$ cat src/rtl/ram_bist_if.sv
// RAM command/response bundle between the March C- BIST engine (master)
// and the single-port synchronous RAM (slave).
interface ram_bist_if #(
    parameter int AW = 2,
    parameter int DW = 3
);
    logic [AW-1:0] A;
    logic [DW-1:0] D;
    logic          EN;
    logic          WR;
    logic [DW-1:0] Q;

    modport master (output A, D, EN, WR, input Q);
    modport slave  (input A, D, EN, WR, output Q);
endinterface

$ cat src/rtl/ram_bist.sv
// March C- BIST engine driving a single-port synchronous RAM with registered Q.
// Optional macro RAM_BIST_ERRCNT_EN: adds ERR_CNT and runs to completion on mismatch.
module ram_bist #(
    parameter int AW = 2,
    parameter int DW = 3
) (
    input  logic          CLK,
    input  logic          RSTN,
    input  logic          START,
    output logic          BUSY,
    output logic          DONE,
    output logic          FAIL,
    output logic [AW-1:0] FAIL_ADDR,
    output logic [2:0]    FAIL_ELEM,
`ifdef RAM_BIST_ERRCNT_EN
    output logic [7:0]    ERR_CNT,
`endif
    ram_bist_if.master    ram
);
    typedef enum logic [2:0] {IDLE, RUN_W, RUN_R, RUN_C, FIN} state_t;

    localparam logic [AW-1:0] AMAX = '1;

    state_t        state_q;
    logic [2:0]    elem_q;
    logic [AW-1:0] addr_q;
    logic          busy_q, done_q, fail_q;
    logic [AW-1:0] faddr_q;
    logic [2:0]    felem_q;
    logic [AW-1:0] a_q;
    logic [DW-1:0] d_q;
    logic          en_q, wr_q;

    // Elements 3 and 4 walk the address space downwards.
    function automatic logic is_down(input logic [2:0] e);
        return (e == 3'd3) || (e == 3'd4);
    endfunction

    function automatic logic [DW-1:0] wpat(input logic [2:0] e);
        return {DW{(e == 3'd1) || (e == 3'd3)}};
    endfunction

    function automatic logic [DW-1:0] rpat(input logic [2:0] e);
        return {DW{(e == 3'd2) || (e == 3'd4)}};
    endfunction

    logic [2:0]    elem_inc;
    logic [AW-1:0] nxt_addr;
    logic [AW-1:0] first_nxt;
    logic          last_addr;
    logic          mism;
    logic          abort;

    assign elem_inc  = elem_q + 3'd1;
    assign nxt_addr  = is_down(elem_q) ? addr_q - 1'b1 : addr_q + 1'b1;
    assign first_nxt = is_down(elem_inc) ? AMAX : '0;
    assign last_addr = (addr_q == (is_down(elem_q) ? '0 : AMAX));
    assign mism      = (ram.Q != rpat(elem_q));

`ifdef RAM_BIST_ERRCNT_EN
    logic [7:0] errcnt_q;
    assign ERR_CNT = errcnt_q;
    assign abort   = 1'b0;
`else
    assign abort   = mism;
`endif

    always_ff @(posedge CLK or negedge RSTN) begin
        if (!RSTN) begin
            state_q <= IDLE;
            elem_q  <= '0;
            addr_q  <= '0;
            busy_q  <= 1'b0;
            done_q  <= 1'b0;
            fail_q  <= 1'b0;
            faddr_q <= '0;
            felem_q <= '0;
            a_q     <= '0;
            d_q     <= '0;
            en_q    <= 1'b0;
            wr_q    <= 1'b0;
`ifdef RAM_BIST_ERRCNT_EN
            errcnt_q <= '0;
`endif
        end else begin
            case (state_q)
                IDLE: if (START) begin
                    state_q <= RUN_W;
                    elem_q  <= '0;
                    addr_q  <= '0;
                    busy_q  <= 1'b1;
                    done_q  <= 1'b0;
                    fail_q  <= 1'b0;
                    faddr_q <= '0;
                    felem_q <= '0;
                    a_q     <= '0;
                    d_q     <= '0;
                    en_q    <= 1'b1;
                    wr_q    <= 1'b1;
`ifdef RAM_BIST_ERRCNT_EN
                    errcnt_q <= '0;
`endif
                end
                RUN_W: begin
                    if (elem_q == 3'd0 && !last_addr) begin
                        addr_q <= nxt_addr;
                        a_q    <= nxt_addr;
                        d_q    <= wpat(elem_q);
                    end else begin
                        // A write closes an address; next is a read, possibly of the next element.
                        state_q <= RUN_R;
                        wr_q    <= 1'b0;
                        if (last_addr) begin
                            elem_q <= elem_inc;
                            addr_q <= first_nxt;
                            a_q    <= first_nxt;
                        end else begin
                            addr_q <= nxt_addr;
                            a_q    <= nxt_addr;
                        end
                    end
                end
                RUN_R: begin
                    state_q <= RUN_C;
                    en_q    <= 1'b0;
                end
                RUN_C: begin
                    if (mism && !fail_q) begin
                        fail_q  <= 1'b1;
                        faddr_q <= addr_q;
                        felem_q <= elem_q;
                    end
`ifdef RAM_BIST_ERRCNT_EN
                    if (mism && errcnt_q != 8'hFF) errcnt_q <= errcnt_q + 8'd1;
`endif
                    if (abort || (elem_q == 3'd5 && last_addr)) begin
                        state_q <= FIN;
                        busy_q  <= 1'b0;
                        done_q  <= 1'b1;
                    end else if (elem_q == 3'd5) begin
                        state_q <= RUN_R;
                        addr_q  <= nxt_addr;
                        a_q     <= nxt_addr;
                        en_q    <= 1'b1;
                        wr_q    <= 1'b0;
                    end else begin
                        state_q <= RUN_W;
                        a_q     <= addr_q;
                        d_q     <= wpat(elem_q);
                        en_q    <= 1'b1;
                        wr_q    <= 1'b1;
                    end
                end
                FIN:     state_q <= IDLE;
                default: state_q <= IDLE;
            endcase
        end
    end

    assign BUSY      = busy_q;
    assign DONE      = done_q;
    assign FAIL      = fail_q;
    assign FAIL_ADDR = faddr_q;
    assign FAIL_ELEM = felem_q;
    assign ram.A     = a_q;
    assign ram.D     = d_q;
    assign ram.EN    = en_q;
    assign ram.WR    = wr_q;
endmodule

$ cat src/flat_wrapper.sv
// flat-port wrapper written by rule: the top's interface ports become plain ports
module ram_bist_flat 
#(
    parameter int AW = 2,
    parameter int DW = 3
)
  (CLK, RSTN, START, BUSY, DONE, FAIL, FAIL_ADDR, FAIL_ELEM, ram_A, ram_D, ram_EN, ram_WR, ram_Q);
  ram_bist_if #(.AW(AW), .DW(DW)) ram_i ();
  input  logic CLK;
  input  logic RSTN;
  input  logic START;
  output logic BUSY;
  output logic DONE;
  output logic FAIL;
  output logic [AW-1:0] FAIL_ADDR;
  output logic [2:0] FAIL_ELEM;
  output wire logic [$bits(ram_i.A)-1:0] ram_A;
  output wire logic [$bits(ram_i.D)-1:0] ram_D;
  output wire logic [$bits(ram_i.EN)-1:0] ram_EN;
  output wire logic [$bits(ram_i.WR)-1:0] ram_WR;
  input wire logic [$bits(ram_i.Q)-1:0] ram_Q;
  assign ram_A = ram_i.A;
  assign ram_D = ram_i.D;
  assign ram_EN = ram_i.EN;
  assign ram_WR = ram_i.WR;
  assign ram_i.Q = ram_Q;
  ram_bist #(.AW(AW), .DW(DW)) u_core (.CLK(CLK), .RSTN(RSTN), .START(START), .BUSY(BUSY), .DONE(DONE), .FAIL(FAIL), .FAIL_ADDR(FAIL_ADDR), .FAIL_ELEM(FAIL_ELEM), .ram(ram_i));
endmodule
$ cat config.mk
export PLATFORM = sky130hd
export DESIGN_NAME = ram_bist_flat
export DESIGN_NICKNAME = d
export VERILOG_FILES = /design/src/rtl/ram_bist_if.sv /design/src/rtl/ram_bist.sv /design/src/flat_wrapper.sv
export SDC_FILE = /design/constraint.sdc
export NUM_CORES = 1
export LEC_CHECK = 0
export CAP_MARGIN = 30
export CORE_MARGIN = 2
export CORE_UTILIZATION = 26
export DETAILED_ROUTE_END_ITERATION = 10
export DONT_BUFFER_PORTS = 1
export HOLD_SLACK_MARGIN = 0.12
export PLACE_DENSITY = 0.39
export SYNTH_ARGS = -nofsm -noshare
export SYNTH_HDL_FRONTEND = slang
export SYNTH_SLANG_ARGS = --single-unit
$ cat constraint.sdc
create_clock -name CLK -period 3.21 [get_ports CLK]
set_input_delay 0.642 -clock CLK [delete_from_list [all_inputs] [get_ports CLK]]
set_output_delay 0.642 -clock CLK [all_outputs]
set_load 0.02 [all_outputs]
==> metrics.cfg <==
[timing]
fin_ws_ns = 0.863
rsz0062_at_grt = false
skew_ns = 0.00269
fin_crit_sh = 0.731
slew-limit-headroom = 0.390
worstMarginPinSlew_ns = 0.912
setup_viol_count_final = 0
timing.final.hold_violations = 0
fmaxAchievable_mhz = 426
slew_viol_final = 0
period_needed_ns = 2.35
setup_tns_ns = 0

[power_and_ir_drop]
leakage_nw = 0.574
vdd_drop_max_mv = 0.346
p_per_area_nw_per_um2 = 1130

[cts]
cts_tree = done
cts_setup_buffers = 0
cts-root-buf = clkbuf_8
cts.sinks = 19
cts-buffers-inserted = 3
clk_path_buf_depth = 2
clkSlewWorstSetupHoldPaths_ns = 0.07
htreeDepth = 1
worstSkewPairLatency_ns = 0.25

[grt]
grt_pass1_vias = 1017
grt-ovfl-total = 0
grt_pass1_wl_mm = 5.27
antenna_found_initial = 0
grt.total_usage = 0.129
grt_max_degree = 21

[synthesis]
synthCells = 141
synthesis.area_um2 = 1250
ys_warn_count = 0
avgSynthCellArea_um2 = 8.86
syn_nets = 152
synth-seq-cells = 19
synth_cell_types = 38
yosysSeqAreaShare = 0.381

[layout]
nets = 149
layout_common_cells = dfrtp_1 (19), nand2_1 (15), nor2_1 (12)
drive_gt1_frac = 0.168
postLayoutCellArea_um2 = 1330
final_common_cell = dfrtp_1
nFillCells = 506
syn2layout_area_growth_pct = 6.51
antenna_cells = 0

[floorplan]
rows = 25
core_area_um2 = 4690
start_util = 0.266
dieArea_um2 = 5370
die_y_um = 73.3
die_w_um = 73.3
io_pins = 21

[worst_setup_path]
worstPathArrival_ns = 2.49
end_kind = register
cp.required_ns = 3.35
crit_type = register to register
cp-start-kind = register
path_max_fanout = 8

[drt]
wirelength_mm = 3.07
drt_iter0_markers = 63
avgViaCountPerCell = 5.26
dr.pass1.iters = 4
routedWlPerCell_um = 16.1
vias = 1004
post-route-drc-count = 0
ant_nets = 0

[placed_design]
dp_hpwl_mm = 2.31
gp_routability_congestion = 0.808
placed_area_um2 = 1270
dp_slack_ns = 0.862
io_buffers = 0

[flow_run]
cap_viol_max_count = 0

[run_status]
status = complete, no violations

[hold_path]
hp-class = input pin to register

[final cells by class]
class                   instances  area [um2]  share of cell area
clock inverters                 1        5.00             0.00376
clock buffers                   3        41.3              0.0310
inverters                       8        30.0              0.0226
well taps                      54        67.6              0.0508
multi-input cells             103         686               0.516
flip-flops and latches         19         475               0.357
repair buffers                  3        25.0              0.0188
[registers in the layout (all words and copies together), names as in the netlist, 2 cells and up]
register and flops:
u_core.FAIL_ADDR 2, u_core.FAIL_ELEM 3, u_core.addr_q 2, u_core.elem_q 3
u_core.state_q 3
[critical path, stage by stage, from the launching register on]
cell	delay, ns
dfrtp_1	0.44
inv_1	0.11
ha_1	0.27
mux2i_2	0.20
mux2i_2	0.46
a21oi_1	0.14
nor2_2	0.25
mux2_2	0.37
[timing repair]
action,in CTS,in global routing
hold buffers,1,0
resized for setup,0,0
endpoints found under the hold margin,19,0
[Yosys cell counts, drive strengths merged]
| cell type | number | area share |
|---|---|---|
| dfrtp | 19 | 0.38 |
| nand2 | 15 | 0.045 |
| nor2 | 13 | 0.041 |
| a21oi | 9 | 0.036 |
| inv | 8 | 0.024 |
| clkbuf | 7 | 0.021 |
| mux2 | 7 | 0.063 |
| o21ai | 6 | 0.024 |
| ha | 5 | 0.050 |
| mux2i | 5 | 0.049 |
| o211ai | 5 | 0.030 |
| buf | 4 | 0.025 |
| nand3 | 4 | 0.016 |
| and3 | 3 | 0.015 |
| nor2b | 3 | 0.015 |
| nor3 | 3 | 0.012 |
| or2 | 3 | 0.015 |
| a31oi | 2 | 0.010 |
| nand2b | 2 | 0.010 |
| o2111ai | 2 | 0.014 |
| o21bai | 2 | 0.015 |
| o221ai | 2 | 0.014 |
| or3 | 2 | 0.010 |
| or3b | 2 | 0.014 |
| a22oi | 1 | 0.0060 |
| a311oi | 1 | 0.0070 |
| nand3b | 1 | 0.0060 |
| nand4 | 1 | 0.0050 |
| nor4 | 1 | 0.0050 |
| o21a | 1 | 0.0060 |
| o221a | 1 | 0.0090 |
| o31ai | 1 | 0.0060 |
[routing by layer]
metal | share of wire | vias to the layer above | track usage
met5 | 0 | - | 0
met4 | 0.014 | 0 | 0.0283
met3 | 0.045 | 4 | 0.0453
met2 | 0.45 | 17 | 0.199
met1 | 0.49 | 494 | 0.174
li1 | - | 489 | -
[final timing paths]
path | start | end | slack, ns | cells past startpoint
max | u_core.elem_q[0] | u_core.FAIL_ADDR[0] | 0.86 | 7
min | START | u_core.state_q[0] | 0.58 | 2
max reg2reg | u_core.elem_q[0] | u_core.FAIL_ADDR[0] | 0.86 | 7
min reg2reg | u_core.elem_q[1] | u_core.elem_q[1] | 0.61 | 2
max in group asynchronous | RSTN | u_core.state_q[1] | 1.69 | 1
min in group asynchronous | RSTN | u_core.elem_q[2] | 0.96 | 1
[power by group]
part | internal (mW) | switching [mW]
sequential | 0.346 | 0.246
clock | 0.0862 | 0.0811
combinational | 0.327 | 0.419
[cells by family (layout without fill, tap and decap cells)]
family	Yosys count	count (layout)	synth area share
AND/OR/NAND/NOR	53	53	0.209
AO/OA/AOI/OAI	33	33	0.177
flip-flops	19	19	0.381
buffers and inverters	19	15	0.0701
multiplexers	12	12	0.112
adder cells (fa/ha/maj)	5	5	0.0501
[metrics by stage]
| stage | hold WS, ns | power (mW) | instances | utilization |
|---|---|---|---|---|
| after floorplan | 0.346 | 1.19 | 141 | - |
| after global placement | 0.347 | 1.34 | 186 | 0.271 |
| after detailed placement | 0.347 | 1.35 | 186 | 0.271 |
| after CTS | 0.571 | 1.53 | 191 | 0.283 |
| after global routing | 0.615 | 1.67 | 191 | 0.283 |
| final | 0.575 | 1.50 | 191 | 0.283 |
Note: power is estimated with default switching activity, not from simulation.
